[config.mk]
export PLATFORM = sky130hd
export DESIGN_NAME = axi4_burst_master_flat
export DESIGN_NICKNAME = d
export VERILOG_FILES = /design/src/rtl/axi4_burst_master_if.sv /design/src/rtl/axi4_burst_master.sv /design/src/flat_wrapper.sv
export SDC_FILE = /design/constraint.sdc
export NUM_CORES = 1
export LEC_CHECK = 0
export ABC_AREA = 1
export CORE_ASPECT_RATIO = 1.5
export CORE_UTILIZATION = 25
export CTS_BUF_LIST = sky130_fd_sc_hd__clkbuf_4 sky130_fd_sc_hd__clkbuf_8 sky130_fd_sc_hd__clkbuf_16
export CTS_CLUSTER_DIAMETER = 30
export DETAILED_ROUTE_END_ITERATION = 7
export DONT_BUFFER_PORTS = 1
export GPL_TIMING_DRIVEN = 0
export HOLD_SLACK_MARGIN = 0.1
export PLACE_DENSITY_LB_ADDON = 0.25
export SKIP_LAST_GASP = 1
export SLEW_MARGIN = 15
export SYNTH_ARGS = -nofsm -noshare
export SYNTH_HDL_FRONTEND = slang
export SYNTH_SLANG_ARGS = --single-unit
[constraint.sdc]
create_clock -name ACLK -period 1.9 [get_ports ACLK]
set_input_delay 0 -clock ACLK [delete_from_list [all_inputs] [get_ports ACLK]]
set_output_delay 0 -clock ACLK [all_outputs]
set_load 0.05 [all_outputs]
[src/rtl/axi4_burst_master_if.sv]
// axi4_burst_master_if: AXI4 bus between the burst master and a memory-mapped slave
// Parameters: DATA_WIDTH (data bits), ADDR_WIDTH (byte-address bits)
// Channels: AW/W/B write, AR/R read; modport master drives the request side, slave the response side
interface axi4_burst_master_if #(
    parameter int DATA_WIDTH = 32,
    parameter int ADDR_WIDTH = 16
);
    logic [ADDR_WIDTH-1:0]   AWADDR;
    logic [7:0]              AWLEN;
    logic [2:0]              AWSIZE;
    logic [1:0]              AWBURST;
    logic                    AWVALID;
    logic                    AWREADY;
    logic [DATA_WIDTH-1:0]   WDATA;
    logic [DATA_WIDTH/8-1:0] WSTRB;
    logic                    WLAST;
    logic                    WVALID;
    logic                    WREADY;
    logic [1:0]              BRESP;
    logic                    BVALID;
    logic                    BREADY;
    logic [ADDR_WIDTH-1:0]   ARADDR;
    logic [7:0]              ARLEN;
    logic [2:0]              ARSIZE;
    logic [1:0]              ARBURST;
    logic                    ARVALID;
    logic                    ARREADY;
    logic [DATA_WIDTH-1:0]   RDATA;
    logic [1:0]              RRESP;
    logic                    RLAST;
    logic                    RVALID;
    logic                    RREADY;
    modport master (
        output AWADDR, AWLEN, AWSIZE, AWBURST, AWVALID, input AWREADY,
        output WDATA, WSTRB, WLAST, WVALID, input WREADY,
        input BRESP, BVALID, output BREADY,
        output ARADDR, ARLEN, ARSIZE, ARBURST, ARVALID, input ARREADY,
        input RDATA, RRESP, RLAST, RVALID, output RREADY
    );
    modport slave (
        input AWADDR, AWLEN, AWSIZE, AWBURST, AWVALID, output AWREADY,
        input WDATA, WSTRB, WLAST, WVALID, output WREADY,
        output BRESP, BVALID, input BREADY,
        input ARADDR, ARLEN, ARSIZE, ARBURST, ARVALID, output ARREADY,
        output RDATA, RRESP, RLAST, RVALID, input RREADY
    );
endinterface

[src/rtl/axi4_burst_master.sv]
// axi4_burst_master: turns one command into a single AXI4 INCR burst, one command in flight
// Ports: ACLK/ARESETn (sync, active-low); cmd_* command handshake; wr_* write-beat push stream;
//        rd_* read-beat pop stream; done/done_resp one-cycle merged result; axi AXI4 master bus
module axi4_burst_master #(
    parameter int DATA_WIDTH = 32,
    parameter int ADDR_WIDTH = 16
) (
    input  logic                  ACLK,
    input  logic                  ARESETn,
    input  logic                  cmd_valid,
    output logic                  cmd_ready,
    input  logic                  cmd_write,
    input  logic [ADDR_WIDTH-1:0] cmd_addr,
    input  logic [7:0]            cmd_len,
    input  logic [2:0]            cmd_size,
    input  logic [DATA_WIDTH-1:0] wr_data,
    input  logic                  wr_valid,
    output logic                  wr_ready,
    output logic [DATA_WIDTH-1:0] rd_data,
    output logic [1:0]            rd_resp,
    output logic                  rd_last,
    output logic                  rd_valid,
    input  logic                  rd_ready,
    output logic                  done,
    output logic [1:0]            done_resp,
    axi4_burst_master_if.master   axi
);
    localparam logic [2:0] MAX_SIZE = 3'($clog2(DATA_WIDTH/8));
    typedef enum logic [2:0] {IDLE, AW, W, B, AR, R, ERR} state_t;
    state_t state_q, state_d;
    logic [ADDR_WIDTH-1:0] addr_q, addr_d;
    logic [7:0] len_q, len_d, cnt_q, cnt_d;
    logic [2:0] size_q, size_d;
    logic [1:0] resp_q, resp_d, done_resp_q, done_resp_d, r_max;
    logic last_err_q, last_err_d, done_q, done_d, illegal, last_beat, r_bad;
    logic [19:0] end_off;
    // Offset of the last beat inside its 4KB page; wide enough that no legal size overflows it
    assign end_off = 20'(cmd_addr[11:0]) + (20'(cmd_len) << cmd_size);
    assign illegal = (end_off > 20'hFFF) || (cmd_size > MAX_SIZE);
    assign axi.AWADDR = addr_q;
    assign axi.ARADDR = addr_q;
    assign axi.AWLEN = len_q;
    assign axi.ARLEN = len_q;
    assign axi.AWSIZE = size_q;
    assign axi.ARSIZE = size_q;
    assign axi.AWBURST = 2'b01;
    assign axi.ARBURST = 2'b01;
    assign axi.WDATA = wr_data;
    assign axi.WSTRB = '1;
    assign done = done_q;
    assign done_resp = done_resp_q;
    always_comb begin
        state_d = state_q;
        addr_d = addr_q;
        len_d = len_q;
        size_d = size_q;
        cnt_d = cnt_q;
        resp_d = resp_q;
        last_err_d = last_err_q;
        done_d = 1'b0;
        done_resp_d = done_resp_q;
        last_beat = cnt_q == 8'd0;
        r_max = (axi.RRESP > resp_q) ? axi.RRESP : resp_q;
        r_bad = last_err_q || (axi.RLAST != last_beat);
        // done_q blocks cmd_ready so a new command is only taken the cycle after done
        cmd_ready = ARESETn && state_q == IDLE && !done_q;
        axi.AWVALID = state_q == AW;
        axi.ARVALID = state_q == AR;
        axi.WVALID = state_q == W && wr_valid;
        axi.WLAST = state_q == W && last_beat;
        wr_ready = state_q == W && axi.WREADY;
        axi.BREADY = state_q == B;
        axi.RREADY = state_q == R && rd_ready;
        rd_valid = state_q == R && axi.RVALID;
        rd_data = state_q == R ? axi.RDATA : '0;
        rd_resp = state_q == R ? axi.RRESP : 2'b00;
        rd_last = state_q == R && axi.RLAST;
        case (state_q)
            IDLE: if (cmd_valid && cmd_ready) begin
                addr_d = cmd_addr;
                len_d = cmd_len;
                size_d = cmd_size;
                cnt_d = cmd_len;
                resp_d = 2'b00;
                last_err_d = 1'b0;
                done_d = illegal;
                done_resp_d = illegal ? 2'b10 : done_resp_q;
                state_d = illegal ? ERR : cmd_write ? AW : AR;
            end
            AW: state_d = axi.AWREADY ? W : AW;
            AR: state_d = axi.ARREADY ? R : AR;
            W: if (wr_valid && axi.WREADY) begin
                cnt_d = cnt_q - 8'd1;
                state_d = last_beat ? B : W;
            end
            B: if (axi.BVALID) begin
                done_d = 1'b1;
                done_resp_d = axi.BRESP;
                state_d = IDLE;
            end
            R: if (axi.RVALID && rd_ready) begin
                cnt_d = cnt_q - 8'd1;
                resp_d = r_max;
                last_err_d = r_bad;
                if (last_beat) begin
                    done_d = 1'b1;
                    done_resp_d = r_bad ? 2'b10 : r_max;
                    state_d = IDLE;
                end
            end
            default: state_d = IDLE;
        endcase
    end
    always_ff @(posedge ACLK) begin
        if (!ARESETn) begin
            state_q <= IDLE;
            addr_q <= '0;
            len_q <= '0;
            size_q <= '0;
            cnt_q <= '0;
            resp_q <= '0;
            last_err_q <= 1'b0;
            done_q <= 1'b0;
            done_resp_q <= '0;
        end else begin
            state_q <= state_d;
            addr_q <= addr_d;
            len_q <= len_d;
            size_q <= size_d;
            cnt_q <= cnt_d;
            resp_q <= resp_d;
            last_err_q <= last_err_d;
            done_q <= done_d;
            done_resp_q <= done_resp_d;
        end
    end
endmodule
[src/flat_wrapper.sv]
// flat-port wrapper written by rule: the top's interface ports become plain ports
module axi4_burst_master_flat 
#(
    parameter int DATA_WIDTH = 32,
    parameter int ADDR_WIDTH = 16
)
  (ACLK, ARESETn, cmd_valid, cmd_ready, cmd_write, cmd_addr, cmd_len, cmd_size, wr_data, wr_valid, wr_ready, rd_data, rd_resp, rd_last, rd_valid, rd_ready, done, done_resp, axi_AWADDR, axi_AWLEN, axi_AWSIZE, axi_AWBURST, axi_AWVALID, axi_AWREADY, axi_WDATA, axi_WSTRB, axi_WLAST, axi_WVALID, axi_WREADY, axi_BRESP, axi_BVALID, axi_BREADY, axi_ARADDR, axi_ARLEN, axi_ARSIZE, axi_ARBURST, axi_ARVALID, axi_ARREADY, axi_RDATA, axi_RRESP, axi_RLAST, axi_RVALID, axi_RREADY);
  axi4_burst_master_if #(.DATA_WIDTH(DATA_WIDTH), .ADDR_WIDTH(ADDR_WIDTH)) axi_i ();
  input  logic ACLK;
  input  logic ARESETn;
  input  logic cmd_valid;
  output logic cmd_ready;
  input  logic cmd_write;
  input  logic [ADDR_WIDTH-1:0] cmd_addr;
  input  logic [7:0] cmd_len;
  input  logic [2:0] cmd_size;
  input  logic [DATA_WIDTH-1:0] wr_data;
  input  logic wr_valid;
  output logic wr_ready;
  output logic [DATA_WIDTH-1:0] rd_data;
  output logic [1:0] rd_resp;
  output logic rd_last;
  output logic rd_valid;
  input  logic rd_ready;
  output logic done;
  output logic [1:0] done_resp;
  output wire logic [$bits(axi_i.AWADDR)-1:0] axi_AWADDR;
  output wire logic [$bits(axi_i.AWLEN)-1:0] axi_AWLEN;
  output wire logic [$bits(axi_i.AWSIZE)-1:0] axi_AWSIZE;
  output wire logic [$bits(axi_i.AWBURST)-1:0] axi_AWBURST;
  output wire logic [$bits(axi_i.AWVALID)-1:0] axi_AWVALID;
  input wire logic [$bits(axi_i.AWREADY)-1:0] axi_AWREADY;
  output wire logic [$bits(axi_i.WDATA)-1:0] axi_WDATA;
  output wire logic [$bits(axi_i.WSTRB)-1:0] axi_WSTRB;
  output wire logic [$bits(axi_i.WLAST)-1:0] axi_WLAST;
  output wire logic [$bits(axi_i.WVALID)-1:0] axi_WVALID;
  input wire logic [$bits(axi_i.WREADY)-1:0] axi_WREADY;
  input wire logic [$bits(axi_i.BRESP)-1:0] axi_BRESP;
  input wire logic [$bits(axi_i.BVALID)-1:0] axi_BVALID;
  output wire logic [$bits(axi_i.BREADY)-1:0] axi_BREADY;
  output wire logic [$bits(axi_i.ARADDR)-1:0] axi_ARADDR;
  output wire logic [$bits(axi_i.ARLEN)-1:0] axi_ARLEN;
  output wire logic [$bits(axi_i.ARSIZE)-1:0] axi_ARSIZE;
  output wire logic [$bits(axi_i.ARBURST)-1:0] axi_ARBURST;
  output wire logic [$bits(axi_i.ARVALID)-1:0] axi_ARVALID;
  input wire logic [$bits(axi_i.ARREADY)-1:0] axi_ARREADY;
  input wire logic [$bits(axi_i.RDATA)-1:0] axi_RDATA;
  input wire logic [$bits(axi_i.RRESP)-1:0] axi_RRESP;
  input wire logic [$bits(axi_i.RLAST)-1:0] axi_RLAST;
  input wire logic [$bits(axi_i.RVALID)-1:0] axi_RVALID;
  output wire logic [$bits(axi_i.RREADY)-1:0] axi_RREADY;
  assign axi_AWADDR = axi_i.AWADDR;
  assign axi_AWLEN = axi_i.AWLEN;
  assign axi_AWSIZE = axi_i.AWSIZE;
  assign axi_AWBURST = axi_i.AWBURST;
  assign axi_AWVALID = axi_i.AWVALID;
  assign axi_i.AWREADY = axi_AWREADY;
  assign axi_WDATA = axi_i.WDATA;
  assign axi_WSTRB = axi_i.WSTRB;
  assign axi_WLAST = axi_i.WLAST;
  assign axi_WVALID = axi_i.WVALID;
  assign axi_i.WREADY = axi_WREADY;
  assign axi_i.BRESP = axi_BRESP;
  assign axi_i.BVALID = axi_BVALID;
  assign axi_BREADY = axi_i.BREADY;
  assign axi_ARADDR = axi_i.ARADDR;
  assign axi_ARLEN = axi_i.ARLEN;
  assign axi_ARSIZE = axi_i.ARSIZE;
  assign axi_ARBURST = axi_i.ARBURST;
  assign axi_ARVALID = axi_i.ARVALID;
  assign axi_i.ARREADY = axi_ARREADY;
  assign axi_i.RDATA = axi_RDATA;
  assign axi_i.RRESP = axi_RRESP;
  assign axi_i.RLAST = axi_RLAST;
  assign axi_i.RVALID = axi_RVALID;
  assign axi_RREADY = axi_i.RREADY;
  axi4_burst_master #(.DATA_WIDTH(DATA_WIDTH), .ADDR_WIDTH(ADDR_WIDTH)) u_core (.ACLK(ACLK), .ARESETn(ARESETn), .cmd_valid(cmd_valid), .cmd_ready(cmd_ready), .cmd_write(cmd_write), .cmd_addr(cmd_addr), .cmd_len(cmd_len), .cmd_size(cmd_size), .wr_data(wr_data), .wr_valid(wr_valid), .wr_ready(wr_ready), .rd_data(rd_data), .rd_resp(rd_resp), .rd_last(rd_last), .rd_valid(rd_valid), .rd_ready(rd_ready), .done(done), .done_resp(done_resp), .axi(axi_i));
endmodule
==> reports/metrics.cfg <==
[clock_network]
path_clk_slew_ns=0.08
tritoncts=done
cts_max_level=2
clk-insertion-delay-late_ns=0.30
cts_max_path_buffers=2
clock-sinks=44
root_buffer=clkbuf_16
cts_made_buffers=5

[grt]
grt_pass1_vias=3286
grt_max_degree=15
grt_overflow=0
grt_usage=0.163
grt_pass1_wl_mm=18.0
grt_antenna_before_repair=0

[power]
p_int_uw=2650
pwr-share-seq=0.305
switchingPower_uw=3410
p_comb_frac=0.548
total_leakage_power_uw=0.00219
p_per_area_nw_per_um2=1320
peakVddDrop_uv=511
clkPwrFrac=0.146
switching_share=0.562

[final_layout]
layout_commonest_cell=nand2_1
layout_common_cells=nand2_1 (73), inv_1 (71), buf_4 (71)
diodes=0
areaGrowthSynthToFinish_pct=29.5
nFillCells=1509
utilization=0.330
drive_above_1_share=0.285
nets=718
multi_input_area_um2=2040
ff_latch_area_um2=883

[detailed_routing]
drc=0
dr.first_iter.drc_count=93
drt_first_pass_iters=4
vias=3522
ant_nets=0
wirelength_met1_mm=4.14
routedWlPerCell_um=16.5
route.met3.wl_mm=1.19
wl_mm=12.6
dr.max_layer_used=met4
viasPerCell=4.63
wl_met2_mm=6.77

[worst_setup_path]
timing.critical_path.from=u_core.state_q[1]$_SDFFE_PN0P_
r2r_setup_slack_ns=0.13
arrival_ns=1.88
slowest_stage=dfxtp_1
reg2reg_depth=8
crit_chain=inv_2, nand3_2, clkbuf_2, clkbuf_4, nor2_4
r2r_start=u_core.cnt_q[0]$_SDFFE_PN0P_
crit_path_max_fanout=10
crit_type=flop to output pin
end_kind=output pin
timing.rr.end=u_core.state_q[0]$_SDFFE_PN0P_
critPathRequiredTime_ns=1.90
start_kind=flop
critPathMaxStageDelay_ns=0.38

[synth]
yosysWarnings=0
syn_area_per_cell_um2=6.51
synth_top_area_frac=0.248
synth_ff_type=dfxtp_1
synth_cells=546
synth_area_leaders=dfxtp_1 (25%), buf_4 (14%), nor2_1 (12%), nand2_1 (7.9%), inv_1 (7.7%)
synth_cell_types=37
synthArstFlopShare=0
synth-seq-cells=44
synth_edf_count=0
netlist_area_um2=3550
ys_seq_area_frac=0.248
yosys.area.top_type=dfxtp_1

[sta]
rsz0062_at_grt=true
min_period_ns=1.88
setup_tns_ns=0
holdWs_ns=0.109
slew_headroom=0.356
finalClockSkew_ns=0.0159
setup_viol=0
finalHoldViolCount=0
timing.final.crit_share=0.992
slew_viol_final=0
max_freq_mhz=531
tightest_slew_ns=0.962

[run]
max_cap_viol_count=0

[hold_path]
hp-class=primary input to flop
hold-path-cell-count=3
worstHoldEndpoint=u_core.axi.ARSIZE[1]$_SDFFE_PN0P_
min_from=cmd_size[1]

[die]
io_pins=248
start_util=0.255
design.die.area_um2=14700
core_area_um2=13900
die_h_um=148
die_w_um=99.3
rows=53

[place]
gp_congestion=0.845
placement.io_buffers=0
dp_hpwl_mm=10.0

[run_status]
status=completed

==> layer usage <==
metal | up-vias | global-route usage
li1 | 1733 | -
met1 | 1573 | 0.152
met2 | 196 | 0.320
met3 | 20 | 0.0454
met4 | 0 | 0.0772
met5 | - | 0
==> cell usage after synthesis, types with 2 or more instances <==
cell / instances
nor3_1: 4
inv_2: 3
conb_1: 2
o22ai_1: 2
buf_6: 8
nor2_4: 4
nor2_1: 110
buf_4: 67
nand3_1: 17
nand2_1: 75
nand4_1: 2
nand3_2: 2
o21ai_0: 50
a21oi_1: 24
buf_2: 6
a21oi_2: 4
xnor2_1: 3
ha_1: 15
a31oi_1: 3
inv_1: 73
clkbuf_1: 5
mux2i_1: 2
xor2_1: 2
o211ai_2: 2
dfxtp_1: 44
o21bai_1: 2
o21ai_2: 4
o21ai_1: 2
==> state kept, by name, summed over array words and instances (netlist names) <==
signal	count
u_core.last_err_q	1
u_core.done	1
u_core.axi.ARADDR	16
u_core.resp_q	2
u_core.axi.ARLEN	8
u_core.state_q	3
u_core.cnt_q	8
u_core.done_resp	2
u_core.axi.ARSIZE	3
==> cell families after synthesis <==
kind of cell / count (synthesis) / share of synthesized area
muxes: 2 / 0.00563
buffers and inverters: 165 / 0.265
other: 2 / 0.00211
adders and majority gates: 16 / 0.0585
DFF: 44 / 0.248
AOI/OAI and AO/OA: 95 / 0.151
and+or+nand+nor: 217 / 0.257
xor gates and xnor gates: 5 / 0.0123
==> critical path: cells and delay by family (launching register included) <==
family / cells / cell delay (ns)
buffers and inverters: 3 / 0.68
flip-flops: 1 / 0.38
AND/OR/NAND/NOR: 2 / 0.53
==> worst max path at each step <==
stage                                  endpoint  depth (start not counted)
5_1_grt                              rd_data[5]                          5
2_1_floorplan  u_core.done_resp[0]$_SDFFE_PN0P_                         15
4_1_cts                              rd_data[4]                          4
3_3_place_gp   u_core.done_resp[1]$_SDFFE_PN0P_                         13
3_5_place_dp   u_core.done_resp[0]$_SDFFE_PN0P_                         15
6_report                             rd_data[8]                          5
==> area by class of cell <==
| class | instances | share of cell area |
|---|---|---|
| flip-flops and latches | 44 | 0.192 |
| plain buffers | 87 | 0.143 |
| clock buffers | 5 | 0.0272 |
| well taps | 165 | 0.0449 |
| repair buffers | 36 | 0.0794 |
| inverters | 78 | 0.0664 |
| clock inverters | 3 | 0.00408 |
| multi-input cells | 343 | 0.443 |
==> power groups by stage <==
stage | Combinational [uW] | Sequential, uW | Clock [uW]
3_5_place_dp | 3090 | 1870 | 0
5_1_grt | 3620 | 1890 | 951
4_1_cts | 3270 | 1860 | 921
3_3_place_gp | 3040 | 1870 | 0
2_1_floorplan | 2670 | 1790 | 0
6_report | 3320 | 1850 | 886
==> metrics by stage <==
stage	std cells	setup slack (ns)	power (uW)	instance area (um2)
4_1_cts	761	-0.184	6050	4470
5_1_grt	761	-0.0667	6460	4600
2_1_floorplan	552	0.0877	4460	3580
3_3_place_gp	717	-0.407	4910	3790
6_report	761	0.0155	6060	4600
3_5_place_dp	717	-0.471	4960	3790
==> repair_timing <==
action,4_1_cts,5_1_grt
endpoints found under the setup margin,64,44
hold buffers,33,0
setup buffers,3,0
cloned,0,0
pin swaps,1,3
resized for setup,52,49
hold endpoints to repair,42,0
(Power assumes the default switching activity.)
